[config.mk]
export PLATFORM = sky130hd
export DESIGN_NAME = game_layer_renderer_flat
export DESIGN_NICKNAME = d
export VERILOG_FILES = /design/src/rtl/game_layer_renderer_if.sv /design/src/rtl/game_layer_renderer.sv /design/src/flat_wrapper.sv
export SDC_FILE = /design/constraint.sdc
export NUM_CORES = 1
export LEC_CHECK = 0
export ABC_AREA = 1
export BUFFER_PORTS_ARGS = -buffer_cell sky130_fd_sc_hd__buf_4
export CORE_MARGIN = 2
export CORE_UTILIZATION = 55
export CTS_BUF_LIST = sky130_fd_sc_hd__clkbuf_8
export CTS_CLUSTER_DIAMETER = 30
export DETAILED_ROUTE_END_ITERATION = 16
export GPL_TIMING_DRIVEN = 0
export HOLD_SLACK_MARGIN = 0.12
export PLACE_DENSITY = 0.77
export SLEW_MARGIN = 0
export SYNTH_ARGS = -nofsm -noshare
export SYNTH_HDL_FRONTEND = slang
export SYNTH_SLANG_ARGS = --single-unit
[constraint.sdc]
create_clock -name CLK -period 6.1 [get_ports CLK]
set_clock_uncertainty 0.15 [all_clocks]
set_input_delay 0.305 -clock CLK [delete_from_list [all_inputs] [get_ports CLK]]
set_output_delay 0.305 -clock CLK [all_outputs]
set_load 0.02 [all_outputs]
[src/rtl/game_layer_renderer_if.sv]
// Pixel, sprite and brick-write bus between the SVGA/game logic side and the renderer.
// Widths must match the renderer's geometry parameters.
interface game_layer_renderer_if #(
  parameter int COLOR_W = 8,
  parameter int COL_W   = 4,
  parameter int ROW_W   = 3,
  parameter int CNT_W   = 7
);
  logic [9:0]         X_PIXEL;
  logic [9:0]         Y_PIXEL;
  logic [9:0]         PADDLE_X_PIXEL;
  logic [9:0]         BALL_X_PIXEL;
  logic [9:0]         BALL_Y_PIXEL;
  logic               BRICK_WE;
  logic [COL_W-1:0]   BRICK_COL;
  logic [ROW_W-1:0]   BRICK_ROW;
  logic               BRICK_SET;
  logic               REFILL_REQ;
  logic [COLOR_W-1:0] COLOR;
  logic               FRAME_DONE;
  logic               REFILL_BUSY;
  logic [CNT_W-1:0]   BRICKS_LEFT;

  modport master (
    output X_PIXEL, Y_PIXEL, PADDLE_X_PIXEL, BALL_X_PIXEL, BALL_Y_PIXEL,
    output BRICK_WE, BRICK_COL, BRICK_ROW, BRICK_SET, REFILL_REQ,
    input  COLOR, FRAME_DONE, REFILL_BUSY, BRICKS_LEFT
  );

  modport slave (
    input  X_PIXEL, Y_PIXEL, PADDLE_X_PIXEL, BALL_X_PIXEL, BALL_Y_PIXEL,
    input  BRICK_WE, BRICK_COL, BRICK_ROW, BRICK_SET, REFILL_REQ,
    output COLOR, FRAME_DONE, REFILL_BUSY, BRICKS_LEFT
  );
endinterface

[src/rtl/game_layer_renderer.sv]
// Breakout playfield renderer: housing, paddle, ball and a writable brick wall with vblank refill.
// Latency: 2 cycles from pixel coordinate to COLOR; FRAME_DONE 1 cycle after the reference pixel.
// Backpressure: none, free-running pixel pipeline; refill waits for the next frame boundary.
module game_layer_renderer #(
  parameter int                 COLOR_W         = 8,
  parameter int                 V_ACTIVE        = 600,
  parameter int                 TILE_SHIFT      = 3,
  parameter int                 CEIL_Y_TILE     = 2,
  parameter int                 LEFT_WALL_TILE  = 2,
  parameter int                 RIGHT_WALL_TILE = 97,
  parameter int                 PADDLE_Y_TILE   = 70,
  parameter int                 PADDLE_LEN      = 64,
  parameter int                 BALL_SIZE       = 8,
  parameter int                 BRICK_COLS      = 12,
  parameter int                 BRICK_ROWS      = 6,
  parameter int                 BRICK_X0_TILE   = 4,
  parameter int                 BRICK_Y0_TILE   = 8,
  parameter int                 BRICK_W_TILES   = 7,
  parameter int                 BRICK_H_TILES   = 2,
  parameter logic [COLOR_W-1:0] COL_HOUSING     = '1,
  parameter logic [COLOR_W-1:0] COL_PADDLE      = '1,
  parameter logic [COLOR_W-1:0] COL_BALL        = '1,
  parameter logic [COLOR_W-1:0] COL_BRICK0      = 8'hE0
) (
  input logic             CLK,
  input logic             RST_N,
  game_layer_renderer_if.slave bus
);

  localparam int COL_W = $clog2(BRICK_COLS);
  localparam int ROW_W = $clog2(BRICK_ROWS);
  localparam int CNT_W = $clog2(BRICK_COLS * BRICK_ROWS + 1);

  localparam logic [9:0] CEIL_T = 10'(CEIL_Y_TILE);
  localparam logic [9:0] LW_T   = 10'(LEFT_WALL_TILE);
  localparam logic [9:0] RW_T   = 10'(RIGHT_WALL_TILE);
  localparam logic [9:0] PAD_T  = 10'(PADDLE_Y_TILE);
  localparam logic [9:0] BX0_T  = 10'(BRICK_X0_TILE);
  localparam logic [9:0] BX1_T  = 10'(BRICK_X0_TILE + BRICK_COLS * BRICK_W_TILES);
  localparam logic [9:0] BY0_T  = 10'(BRICK_Y0_TILE);
  localparam logic [9:0] BY1_T  = 10'(BRICK_Y0_TILE + BRICK_ROWS * BRICK_H_TILES);
  localparam logic [9:0] BW_T   = 10'(BRICK_W_TILES);
  localparam logic [9:0] BH_T   = 10'(BRICK_H_TILES);

  localparam logic [CNT_W-1:0] FULL_CNT = CNT_W'(BRICK_COLS * BRICK_ROWS);
  localparam logic [ROW_W-1:0] LAST_ROW = ROW_W'(BRICK_ROWS - 1);

  typedef enum logic [1:0] {S_IDLE, S_PENDING, S_FILL} state_t;

  state_t                               state_q, state_d;
  logic [ROW_W-1:0]                     row_cnt_q, row_cnt_d;
  logic [BRICK_ROWS-1:0][BRICK_COLS-1:0] bitmap_q, bitmap_d;
  logic [CNT_W-1:0]                     bricks_left_q, bricks_left_d;
  logic                                 frame_done_q, frame_done_d;

  logic [9:0]         tile_x_q, tile_x_d, tile_y_q, tile_y_d;
  logic [9:0]         rel_x, rel_y;
  logic               in_brick_q, in_brick_d;
  logic [COL_W-1:0]   brick_col_q, brick_col_d;
  logic [ROW_W-1:0]   brick_row_q, brick_row_d;
  logic               paddle_hit_q, paddle_hit_d;
  logic               ball_hit_q, ball_hit_d;
  logic               housing_hit, brick_hit;
  logic [COLOR_W-1:0] color_q, color_d;

  // Stage 1: tile decode and sprite hits; 11-bit sums keep sprites near 1023 from wrapping.
  always_comb begin
    tile_x_d = bus.X_PIXEL >> TILE_SHIFT;
    tile_y_d = bus.Y_PIXEL >> TILE_SHIFT;
    rel_x    = tile_x_d - BX0_T;
    rel_y    = tile_y_d - BY0_T;
    in_brick_d = (tile_x_d >= BX0_T) && (tile_x_d < BX1_T) &&
                 (tile_y_d >= BY0_T) && (tile_y_d < BY1_T) &&
                 ((rel_x % BW_T) != (BW_T - 10'd1)) &&
                 ((rel_y % BH_T) != (BH_T - 10'd1));
    brick_col_d = '0;
    brick_row_d = '0;
    if (in_brick_d) begin
      brick_col_d = COL_W'(rel_x / BW_T);
      brick_row_d = ROW_W'(rel_y / BH_T);
    end
    paddle_hit_d = (tile_y_d == PAD_T) &&
                   ({1'b0, bus.X_PIXEL} >= {1'b0, bus.PADDLE_X_PIXEL}) &&
                   ({1'b0, bus.X_PIXEL} < ({1'b0, bus.PADDLE_X_PIXEL} + 11'(PADDLE_LEN)));
    ball_hit_d = ({1'b0, bus.X_PIXEL} >= {1'b0, bus.BALL_X_PIXEL}) &&
                 ({1'b0, bus.X_PIXEL} < ({1'b0, bus.BALL_X_PIXEL} + 11'(BALL_SIZE))) &&
                 ({1'b0, bus.Y_PIXEL} >= {1'b0, bus.BALL_Y_PIXEL}) &&
                 ({1'b0, bus.Y_PIXEL} < ({1'b0, bus.BALL_Y_PIXEL} + 11'(BALL_SIZE)));
    frame_done_d = (bus.X_PIXEL == 10'd0) && (bus.Y_PIXEL == 10'(V_ACTIVE));
  end

  // Stage 2 reads bitmap_q, so a write landing on the same edge is not yet visible.
  always_comb begin
    housing_hit = ((tile_y_q == CEIL_T) && (tile_x_q >= LW_T) && (tile_x_q <= RW_T)) ||
                  ((tile_y_q > CEIL_T) && ((tile_x_q == LW_T) || (tile_x_q == RW_T)));
    brick_hit = in_brick_q && bitmap_q[brick_row_q][brick_col_q];
    color_d = '0;
    if (ball_hit_q)        color_d = COL_BALL;
    else if (paddle_hit_q) color_d = COL_PADDLE;
    else if (housing_hit)  color_d = COL_HOUSING;
    else if (brick_hit)    color_d = COL_BRICK0 + COLOR_W'(brick_row_q);
  end

  // Fill is applied after the game write so a same-row collision leaves the brick present.
  always_comb begin
    bitmap_d = bitmap_q;
    if (bus.BRICK_WE && (int'(bus.BRICK_COL) < BRICK_COLS) && (int'(bus.BRICK_ROW) < BRICK_ROWS)) begin
      bitmap_d[bus.BRICK_ROW][bus.BRICK_COL] = bus.BRICK_SET;
    end
    if (state_q == S_FILL) begin
      bitmap_d[row_cnt_q] = '1;
    end
    bricks_left_d = CNT_W'($countones(bitmap_d));
  end

  always_comb begin
    state_d   = state_q;
    row_cnt_d = row_cnt_q;
    case (state_q)
      S_IDLE: begin
        if (bus.REFILL_REQ) state_d = S_PENDING;
      end
      S_PENDING: begin
        if (frame_done_q) begin
          state_d   = S_FILL;
          row_cnt_d = '0;
        end
      end
      S_FILL: begin
        if (row_cnt_q == LAST_ROW) begin
          state_d   = S_IDLE;
          row_cnt_d = '0;
        end else begin
          row_cnt_d = row_cnt_q + 1'b1;
        end
      end
      default: state_d = S_IDLE;
    endcase
  end

  always_ff @(posedge CLK or negedge RST_N) begin
    if (!RST_N) begin
      state_q       <= S_IDLE;
      row_cnt_q     <= '0;
      bitmap_q      <= '1;
      bricks_left_q <= FULL_CNT;
      frame_done_q  <= 1'b0;
      tile_x_q      <= '0;
      tile_y_q      <= '0;
      in_brick_q    <= 1'b0;
      brick_col_q   <= '0;
      brick_row_q   <= '0;
      paddle_hit_q  <= 1'b0;
      ball_hit_q    <= 1'b0;
      color_q       <= '0;
    end else begin
      state_q       <= state_d;
      row_cnt_q     <= row_cnt_d;
      bitmap_q      <= bitmap_d;
      bricks_left_q <= bricks_left_d;
      frame_done_q  <= frame_done_d;
      tile_x_q      <= tile_x_d;
      tile_y_q      <= tile_y_d;
      in_brick_q    <= in_brick_d;
      brick_col_q   <= brick_col_d;
      brick_row_q   <= brick_row_d;
      paddle_hit_q  <= paddle_hit_d;
      ball_hit_q    <= ball_hit_d;
      color_q       <= color_d;
    end
  end

  assign bus.COLOR       = color_q;
  assign bus.FRAME_DONE  = frame_done_q;
  assign bus.REFILL_BUSY = (state_q != S_IDLE);
  assign bus.BRICKS_LEFT = bricks_left_q;

endmodule
[src/flat_wrapper.sv]
// flat-port wrapper written by rule: the top's interface ports become plain ports
module game_layer_renderer_flat 
#(
  parameter int                 COLOR_W         = 8,
  parameter int                 V_ACTIVE        = 600,
  parameter int                 TILE_SHIFT      = 3,
  parameter int                 CEIL_Y_TILE     = 2,
  parameter int                 LEFT_WALL_TILE  = 2,
  parameter int                 RIGHT_WALL_TILE = 97,
  parameter int                 PADDLE_Y_TILE   = 70,
  parameter int                 PADDLE_LEN      = 64,
  parameter int                 BALL_SIZE       = 8,
  parameter int                 BRICK_COLS      = 12,
  parameter int                 BRICK_ROWS      = 6,
  parameter int                 BRICK_X0_TILE   = 4,
  parameter int                 BRICK_Y0_TILE   = 8,
  parameter int                 BRICK_W_TILES   = 7,
  parameter int                 BRICK_H_TILES   = 2,
  parameter logic [COLOR_W-1:0] COL_HOUSING     = '1,
  parameter logic [COLOR_W-1:0] COL_PADDLE      = '1,
  parameter logic [COLOR_W-1:0] COL_BALL        = '1,
  parameter logic [COLOR_W-1:0] COL_BRICK0      = 8'hE0
)
  (CLK, RST_N, bus_X_PIXEL, bus_Y_PIXEL, bus_PADDLE_X_PIXEL, bus_BALL_X_PIXEL, bus_BALL_Y_PIXEL, bus_BRICK_WE, bus_BRICK_COL, bus_BRICK_ROW, bus_BRICK_SET, bus_REFILL_REQ, bus_COLOR, bus_FRAME_DONE, bus_REFILL_BUSY, bus_BRICKS_LEFT);
  game_layer_renderer_if #(.COLOR_W(COLOR_W)) bus_i ();
  input logic CLK;
  input logic RST_N;
  input wire logic [$bits(bus_i.X_PIXEL)-1:0] bus_X_PIXEL;
  input wire logic [$bits(bus_i.Y_PIXEL)-1:0] bus_Y_PIXEL;
  input wire logic [$bits(bus_i.PADDLE_X_PIXEL)-1:0] bus_PADDLE_X_PIXEL;
  input wire logic [$bits(bus_i.BALL_X_PIXEL)-1:0] bus_BALL_X_PIXEL;
  input wire logic [$bits(bus_i.BALL_Y_PIXEL)-1:0] bus_BALL_Y_PIXEL;
  input wire logic [$bits(bus_i.BRICK_WE)-1:0] bus_BRICK_WE;
  input wire logic [$bits(bus_i.BRICK_COL)-1:0] bus_BRICK_COL;
  input wire logic [$bits(bus_i.BRICK_ROW)-1:0] bus_BRICK_ROW;
  input wire logic [$bits(bus_i.BRICK_SET)-1:0] bus_BRICK_SET;
  input wire logic [$bits(bus_i.REFILL_REQ)-1:0] bus_REFILL_REQ;
  output wire logic [$bits(bus_i.COLOR)-1:0] bus_COLOR;
  output wire logic [$bits(bus_i.FRAME_DONE)-1:0] bus_FRAME_DONE;
  output wire logic [$bits(bus_i.REFILL_BUSY)-1:0] bus_REFILL_BUSY;
  output wire logic [$bits(bus_i.BRICKS_LEFT)-1:0] bus_BRICKS_LEFT;
  assign bus_i.X_PIXEL = bus_X_PIXEL;
  assign bus_i.Y_PIXEL = bus_Y_PIXEL;
  assign bus_i.PADDLE_X_PIXEL = bus_PADDLE_X_PIXEL;
  assign bus_i.BALL_X_PIXEL = bus_BALL_X_PIXEL;
  assign bus_i.BALL_Y_PIXEL = bus_BALL_Y_PIXEL;
  assign bus_i.BRICK_WE = bus_BRICK_WE;
  assign bus_i.BRICK_COL = bus_BRICK_COL;
  assign bus_i.BRICK_ROW = bus_BRICK_ROW;
  assign bus_i.BRICK_SET = bus_BRICK_SET;
  assign bus_i.REFILL_REQ = bus_REFILL_REQ;
  assign bus_COLOR = bus_i.COLOR;
  assign bus_FRAME_DONE = bus_i.FRAME_DONE;
  assign bus_REFILL_BUSY = bus_i.REFILL_BUSY;
  assign bus_BRICKS_LEFT = bus_i.BRICKS_LEFT;
  game_layer_renderer #(.COLOR_W(COLOR_W), .V_ACTIVE(V_ACTIVE), .TILE_SHIFT(TILE_SHIFT), .CEIL_Y_TILE(CEIL_Y_TILE), .LEFT_WALL_TILE(LEFT_WALL_TILE), .RIGHT_WALL_TILE(RIGHT_WALL_TILE), .PADDLE_Y_TILE(PADDLE_Y_TILE), .PADDLE_LEN(PADDLE_LEN), .BALL_SIZE(BALL_SIZE), .BRICK_COLS(BRICK_COLS), .BRICK_ROWS(BRICK_ROWS), .BRICK_X0_TILE(BRICK_X0_TILE), .BRICK_Y0_TILE(BRICK_Y0_TILE), .BRICK_W_TILES(BRICK_W_TILES), .BRICK_H_TILES(BRICK_H_TILES), .COL_HOUSING(COL_HOUSING), .COL_PADDLE(COL_PADDLE), .COL_BALL(COL_BALL), .COL_BRICK0(COL_BRICK0)) u_core (.CLK(CLK), .RST_N(RST_N), .bus(bus_i));
endmodule
== Word-level counts from Yosys, hierarchy flattened ==
Cells that the tools add are included.

* Register bits: 117
* Bits of input ports: 62
* Word-level logic and storage cells: 189

* Add/sub/neg operators: 78
* Div/mod/pow operators: 2
* Magnitude comparators: 23
* Equal/unequal tests: 12
* Multiplexer cells: 26
* Bitwise logic cells: 2
* Reductions and logical operators: 28

{| class="wikitable"
|+ Operators by type and width
! cell !! number
|-
| $add A7 B7 Y7 || 35
|-
| $mux W72 || 2
|-
| $add A1 B1 Y2 || 36
|-
| $bwmux W72 || 1
|-
| $demux W12 S3 || 2
|-
| $or A72 B72 Y72 || 1
|-
| $bmux W12 S3 || 1
|-
| $mux W12 || 3
|-
| $lt A10 B11 Y1 || 3
|-
| $mux W8 || 4
|-
| $ge A10 B10 Y1 || 3
|-
| $add A10 B4 Y11 const B || 2
|-
| $logic_and A1 B1 Y1 || 20
|-
| $eq A7 B2 Y1 const B || 2
|-
| $eq A7 B7 Y1 const B || 2
|-
| $lt A3 B4 Y1 const B || 3
|-
| $add A10 B7 Y11 const B || 1
|-
| $div A10 B3 Y10 const B || 1
|-
| $eq A10 B10 Y1 const B || 1
|-
| $logic_not A10 Y1 || 1
|-
| $lt A4 B5 Y1 const B || 2
|-
| $mod A10 B3 Y10 const B || 1
|-
| $ne A10 B3 Y1 const B || 1
|-
| $mux W3 || 3
|-
| other kinds (33) || 40
|}

== Longest topological paths before layout ==
Gate-level depths: netlist of run 1.

* Word-level depth: 17
* Gate-level depth with buffers: 31

== Worst setup path after synthesis of run 1 ==
No wires, ideal clock.

* Kind: input -> register
* Start: in bus_BRICK_COL[2]
* End: reg u_core.bricks_left_q[5], in the netlist u_core.bus.BRICKS_LEFT[5]
* Setup time: 0.135 ns
* Arrival: 6.395 ns
* Path slack: -0.579 ns
* Stages on the path: 25
* Path through: inv_1 o21ai_0 a21oi_1 inv_1 nor3_1 inv_1 o311ai_0 ha_1 inv_1 fa_1 inv_1 fa_1 inv_1 fa_1 inv_1 fa_1 fa_1 fa_1 fa_1 ha_1 inv_1 fa_1 nor2_1 a211oi_1 xor2_1

{| class="wikitable"
|+ RTL lines
! element !! line !! source
|-
| from (decl) || flat_wrapper.sv:34 || <nowiki>input wire logic [$bits(bus_i.BRICK_COL)-1:0] bus_BRICK_COL;</nowiki>
|-
| to (signal assigned) || game_layer_renderer.sv:160 || <nowiki>bricks_left_q <= bricks_left_d;</nowiki>
|-
| to (decl) || game_layer_renderer.sv:53 || <nowiki>logic [CNT_W-1:0] bricks_left_q, bricks_left_d;</nowiki>
|}

==> impl_metrics.py, run 1 <==
metrics = {
    "run_status": {
        "status": "complete, but fails checks",
        "failed_checks": "setup timing",
    },
    "finish": {
        "diodes": 0,
        "synthToLayoutAreaGrowth_pct": 30.1,
        "nets": 1534,
        "final_area_mm2": 0.0127,
        "drive_above_1_share_pct": 32.0,
    },
    "clock_network": {
        "clk_pin_slew_ns": 0.07,
        "clk_latency_ns": 0.48,
        "htreeDepth": 4,
        "cts_buffer_depth": 2,
        "clock-root-buffer": "clkbuf_8",
        "clock-sinks": 114,
        "cts_tree": "yes",
        "numCtsBuffers": 17,
    },
    "timing": {
        "hold_viol": 0,
        "rsz0062_at_grt": "true",
        "fin_ws_ns": -0.392,
        "fmax_mhz": 154,
        "final.min_clock_period_ns": 6.49,
        "worst_pin_slew_ns": 1.12,
        "relSlewSlack_pct": 23.4,
        "whs_ns": 0.170,
        "fin_crit_sh_pct": 106,
        "slew_violations": 0,
        "finalSetupViolCount": 5,
    },
    "critical_path": {
        "r2r-end": "u_core.bus.BRICKS_LEFT[5]",
        "end_kind": "flop",
        "cpPeakStageDelay_ns": 0.55,
        "critPathMaxFanout": 6,
        "crit_top_cell": "fa_1",
        "worst_path_max_delay_cell": "fa_1",
        "worst-setup-path-type": "in -> reg",
        "r2r_start": "u_core.state_q[1]",
        "cp.required_ns": 6.29,
        "reg2regPathDepth": 25,
        "startpoint_type": "primary input",
        "crit_path_cell_trace": "buf_4 -> inv_4 -> o21ai_4 -> a21oi_4 -> inv_4 -> nor3_4 -> nand2_1 -> o211ai_1 -> ha_4 -> fa_2 -> inv_2 -> fa_1 -> fa_2 -> fa_1 -> inv_2 -> fa_1 -> fa_1 -> fa_1 -> ha_4 -> inv_2 -> fa_2 -> nor2_2 -> a211oi_2 -> xor2_1",
        "crit_end": "u_core.bus.BRICKS_LEFT[5]",
        "rrSetupSlack_ns": -0.38,
        "critPathLaunch": "bus_BRICK_COL[3]",
        "arrival_ns": 6.69,
    },
    "floorplan": {
        "start_util_pct": 56.4,
        "die_x_um": 137,
        "die_y_um": 137,
        "row_count": 48,
        "coreArea_mm2": 0.0173,
        "die-area_mm2": 0.0188,
        "ios": 79,
    },
    "global_routing": {
        "use_met1_pct": 44.4,
        "antenna_found_initial": 0,
        "track_usage_pct": 34.4,
        "grt-busiest-layer": "met2",
        "use_met3_pct": 8.78,
        "grt_pass1_wl_mm": 48.0,
        "grt_use_met2_pct": 52.2,
        "grt-ovfl-total": 0,
        "grt_pass1_vias": 9097,
        "grt_max_degree": 76,
    },
    "synth": {
        "netlist_area_mm2": 0.00975,
        "async_flop_share_pct": 100,
        "ys_seq_area_share_pct": 30.2,
        "synth-edff-count": 0,
        "yosysTopAreaCell": "dfstp_2",
        "synth_common_cells": "191 x inv_1, 138 x nand2_1, 107 x nor2_1, 106 x ha_1, 74 x dfstp_2",
        "ys_types": 49,
        "ys.warnings.count": 0,
        "syn-num-nets": 1345,
        "netlist_top_cells_area": "dfstp_2 20%, fa_1 14%, ha_1 14%, dfrtp_1 10%, inv_1 7.4%",
        "synth_top_area_share_pct": 19.9,
        "synth_ff_type": "dfstp_2",
        "netlist_instances": 1109,
        "avgSynthCellArea_um2": 8.79,
        "synth.most_common_cell": "inv_1",
        "synth_seq_cells": 114,
    },
    "detailed_routing": {
        "drt_pre_antenna_iters": 8,
        "drtIter0Drc": 1043,
        "via_per_inst": 6.00,
        "ant_nets": 0,
        "vias": 9211,
        "wl_per_cell_um": 20.0,
        "drc_errors": 0,
        "routed_wl_mm": 30.8,
    },
    "place": {
        "dp_hpwl_mm": 21.2,
        "post_dp_cell_area_mm2": 0.0110,
        "numPortBuffers": 78,
        "gp_congestion": 0.976,
    },
    "run": {
        "cap_violations": 0,
    },
    "worst_hold_path": {
        "min_path_type": "in -> reg",
    },
}
==> cell usage in the layout, fill, tap and decap left out, types with 9 or more instances in the layout <==
master	n
o311ai_2	12
o311ai_4	10
inv_1	172
nor2_1	101
nor3_1	9
ha_1	95
nand2_4	9
fa_2	10
clkbuf_8	24
buf_4	143
nand3_1	28
dlygate4sd3_1	22
o21ai_0	45
inv_2	22
clkbuf_1	13
o21ai_1	15
nor3_4	9
nand2_2	17
dfrtp_1	37
o311ai_0	20
dfstp_2	74
o211ai_1	41
a21oi_1	30
xor2_1	12
nor2_2	10
fa_1	58
nand2_1	129
o21a_1	9
==> registers in the layout, indices dropped and copies added (netlist names) <==
register	cells
u_core.state_q	2
u_core.paddle_hit_q	1
u_core.bus.COLOR	5
u_core.tile_y_q	7
u_core.brick_col_q	4
u_core.bitmap_q	72
u_core.bus.FRAME_DONE	1
u_core.brick_row_q	3
u_core.row_cnt_q	3
u_core.bus.BRICKS_LEFT	7
u_core.in_brick_q	1
u_core.ball_hit_q	1
u_core.tile_x_q	7
==> metal layers <==
| metal | wire (um) | part of all wire (%) |
|---|---|---|
| met5 | 0 | 0 |
| met4 | 1840 | 6.0 |
| met3 | 2980 | 9.7 |
| met2 | 13900 | 45 |
| met1 | 12000 | 39 |
==> repair_timing <==
item                       in CTS  in global routing
gates resized for setup        81                 42
pin swaps                      24                 22
setup buffers                  57                 18
hold buffers                   22                  0
hold endpoints to repair       60                  0
setup endpoints to repair       6                  7
gates cloned                    2                  0
==> final cells by class <==
class	count	area [um^2]
Buffer	32	239
Clock buffer	19	262
Clock inverter	13	190
Fill cell	1213	4610
Inverter	198	757
Multi-Input combinational cell	765	6620
Sequential cell	114	2950
Tap cell	225	282
Timing Repair Buffer	170	1390
==> metrics by stage <==
stage / setup TNS (ns) / instances / utilization (%) / worst slack (ns)
after floorplan: -0.0260 / 1109 / - / -0.0260
after global placement: -5.43 / 1412 / 63.5 / -1.15
after detailed placement: -5.59 / 1413 / 63.7 / -1.21
after CTS: -0.984 / 1526 / 72.0 / -0.292
after global routing: -2.43 / 1536 / 73.4 / -0.598
final: -1.52 / 1536 / 73.4 / -0.392
==> critical path, delay by kind of cell <==
kind | cells | cell delay, ns
adders and majority gates | 10 | 4.34
AOI/OAI and AO/OA | 4 | 0.80
and+or+nand+nor | 3 | 0.63
buffers and inverters | 6 | 0.47
xor gates and xnor gates | 1 | 0.15
==> how the worst min path moves through the flow <==
| stage | startpoint | cells past startpoint | slack, ns | to |
|---|---|---|---|---|
| after floorplan | RST_N | 0 | -0.14 | u_core.ball_hit_q |
| after global placement | bus_Y_PIXEL[9] | 1 | 0.31 | u_core.tile_y_q[6] |
| after detailed placement | RST_N | 1 | 0.17 | u_core.bus.BRICKS_LEFT[5] |
| after CTS | bus_BRICK_ROW[2] | 4 | 0.14 | u_core.bitmap_q[18] |
| after global routing | bus_BRICK_ROW[2] | 4 | 0.18 | u_core.bitmap_q[23] |
| final | bus_BRICK_ROW[2] | 4 | 0.17 | u_core.bitmap_q[14] |
==> kinds of logic (layout without fill, tap and decap cells) <==
logic type | Yosys count | count (layout) | synth area share (%)
and+or+nand+nor | 340 | 340 | 15.5
AOI/OAI and AO/OA | 232 | 232 | 16.1
xor gates and xnor gates | 19 | 19 | 1.71
DFF | 114 | 114 | 30.2
adders and majority gates | 174 | 174 | 27.6
buffers and inverters | 230 | 432 | 8.98
Power of run 1 is left out: the tool's default activity adds up to more than one toggle a clock period on the data nets, which glitch-free logic cannot reach.
==> run 2, diff against run 1 <==
--- a/config.mk
+++ b/config.mk
@@ -7,13 +7,14 @@
 export LEC_CHECK = 0
 export ABC_AREA = 1
 export BUFFER_PORTS_ARGS = -buffer_cell sky130_fd_sc_hd__buf_4
+export CORE_ASPECT_RATIO = 0.6
 export CORE_MARGIN = 2
 export CORE_UTILIZATION = 55
 export CTS_BUF_LIST = sky130_fd_sc_hd__clkbuf_8
 export CTS_CLUSTER_DIAMETER = 30
 export DETAILED_ROUTE_END_ITERATION = 16
 export GPL_TIMING_DRIVEN = 0
-export HOLD_SLACK_MARGIN = 0.12
+export HOLD_SLACK_MARGIN = 0.15
 export PLACE_DENSITY = 0.77
 export SLEW_MARGIN = 0
 export SYNTH_ARGS = -nofsm -noshare
==> run 2 against run 1 <==
Effect of this change: the flow still finishes with violations (setup timing); design area up 0.12%; register-to-register slack worse by 0.09 ns; critical path depth up 1; worst hold slack better by 0.018 ns; fmax down 1.2%; cell count up 1.3%; die area up 0.19%; global-route usage up 2.4 points; routed wire length up 9.7%; largest cell class unchanged.
==> impl_metrics.py, run 2 (synthesized netlist as in run 1, its figures left out) <==
metrics = {
    "run_status": {
        "status": "complete, but fails checks",
        "failed_checks": "setup timing",
    },
    "detailed_routing": {
        "ant_nets": 0,
        "routed_wl_mm": 33.7,
        "wl_per_cell_um": 21.7,
        "drt_pre_antenna_iters": 8,
        "via_per_inst": 6.09,
        "vias": 9472,
        "drc_errors": 0,
        "drtIter0Drc": 1210,
    },
    "clock_network": {
        "cts_tree": "yes",
        "clk_latency_ns": 0.46,
        "clock-sinks": 114,
        "cts_buffer_depth": 2,
        "numCtsBuffers": 17,
        "htreeDepth": 4,
        "clk_pin_slew_ns": 0.08,
        "clock-root-buffer": "clkbuf_8",
    },
    "timing": {
        "whs_ns": 0.188,
        "fin_crit_sh_pct": 108,
        "worst_pin_slew_ns": 1.24,
        "hold_viol": 0,
        "fmax_mhz": 152,
        "finalSetupViolCount": 5,
        "final.min_clock_period_ns": 6.57,
        "relSlewSlack_pct": 16.2,
        "slew_violations": 0,
        "tns_ns": -1.64,
        "fin_ws_ns": -0.470,
        "rsz0062_at_grt": "true",
    },
    "critical_path": {
        "arrival_ns": 6.76,
        "cpPeakStageDelay_ns": 0.58,
        "startpoint_type": "flop",
        "end_kind": "flop",
        "worst_path_max_delay_cell": "fa_2",
        "rrSetupSlack_ns": -0.47,
        "worst-setup-path-type": "reg -> reg",
        "r2r_start": "u_core.state_q[0]",
        "crit_top_cell": "fa_1",
        "cp.required_ns": 6.29,
        "critPathMaxFanout": 7,
        "reg2regPathDepth": 25,
        "r2r-end": "u_core.bus.BRICKS_LEFT[5]",
    },
    "finish": {
        "largest_reg_flops": 72,
        "drive_above_1_share_pct": 33.4,
        "num-fill-cells": 1220,
        "final_area_mm2": 0.0127,
        "diodes": 0,
        "synthToLayoutAreaGrowth_pct": 30.3,
        "top_register": "u_core.bitmap_q",
        "seqCellArea_mm2": 0.00295,
        "multi_input_area_mm2": 0.00658,
        "layout_common_cells": "171 x inv_1, 142 x buf_4, 129 x nand2_1, 99 x nor2_1, 91 x ha_1",
        "mostFrequentLayoutCell": "inv_1",
        "nets": 1545,
    },
    "floorplan": {
        "ios": 79,
        "die-area_mm2": 0.0188,
        "coreArea_mm2": 0.0173,
        "row_count": 37,
        "start_util_pct": 56.5,
        "die_x_um": 176,
        "die_y_um": 107,
    },
    "place": {
        "dp_hpwl_mm": 24.5,
        "preCtsSetupSlack_ns": -0.946,
        "gp_congestion": 1.02,
        "numPortBuffers": 78,
        "post_dp_cell_area_mm2": 0.0110,
    },
    "global_routing": {
        "grt-ovfl-total": 0,
        "grt_pass1_wl_mm": 51.4,
        "track_usage_pct": 36.9,
        "grt_max_degree": 74,
        "antenna_found_initial": 0,
        "grt_pass1_vias": 9088,
    },
    "worst_hold_path": {
        "min_path_type": "in -> async",
    },
    "run": {
        "cap_violations": 0,
    },
}
[run 2: cell types whose count changed in the layout (fill, tap and decap cells not counted), moves of 5 or more]
cell   delta
fa_1      -9
inv_2     +5
buf_6    +11
fa_2      +9
[run 2: how the worst max path moves through the flow]
stage	slack, ns	cells after the start	to	start
final	-0.47	25	u_core.bus.BRICKS_LEFT[5]	u_core.state_q[0]
after detailed placement	-0.95	22	u_core.bus.BRICKS_LEFT[5]	bus_BRICK_COL[3]
after global routing	-0.65	26	u_core.bus.BRICKS_LEFT[6]	u_core.state_q[1]
after CTS	-0.28	24	u_core.bus.BRICKS_LEFT[6]	u_core.state_q[0]
after floorplan	-0.03	22	u_core.bus.BRICKS_LEFT[5]	bus_BRICK_ROW[0]
after global placement	-1.14	21	u_core.bus.BRICKS_LEFT[5]	bus_BRICK_COL[2]
[run 2: metrics by stage]
stage          cells  utilization [%]
2_1_floorplan   1109                -
3_3_place_gp    1421             63.7
3_5_place_dp    1422             63.9
4_1_cts         1541             71.9
5_1_grt         1556             73.6
6_report        1556             73.6
[run 2: final cells by class]
cell class | instances | area share, %
multi-input combinational | 765 | 51.8
sequential | 114 | 23.2
timing repair buffer | 181 | 11.9
inverter | 198 | 5.96
tap | 234 | 2.30
clock buffer | 18 | 1.95
buffer | 32 | 1.94
clock inverter | 14 | 0.886
[run 2: metal layers]
metal	track usage (%)	vias up	part of all wire, %
met4	10.6	4	3.0
met2	47.8	652	38
met5	0	-	0.30
met3	20.6	121	17
met1	51.9	4565	41
li1	-	4130	-
[run 2: repair_timing]
action | 4_1_cts | 5_1_grt
hold buffers | 25 | 0
setup endpoints to repair | 6 | 6
gates cloned | 1 | 0
pin swaps | 37 | 44
resized for setup | 81 | 63
hold endpoints to repair | 81 | 0
buffers inserted | 61 | 21
[run 2: critical path, delay by kind of cell, from the launching register on]
family	cells	cell delay [ns]
AO/OA/AOI/OAI	2	0.23
AND/OR/NAND/NOR	4	0.47
adder cells (fa/ha/maj)	10	4.37
buffers and inverters	8	0.61
flip-flops	1	0.44
XOR/XNOR	1	0.17
Power of run 2 is left out for the same reason.
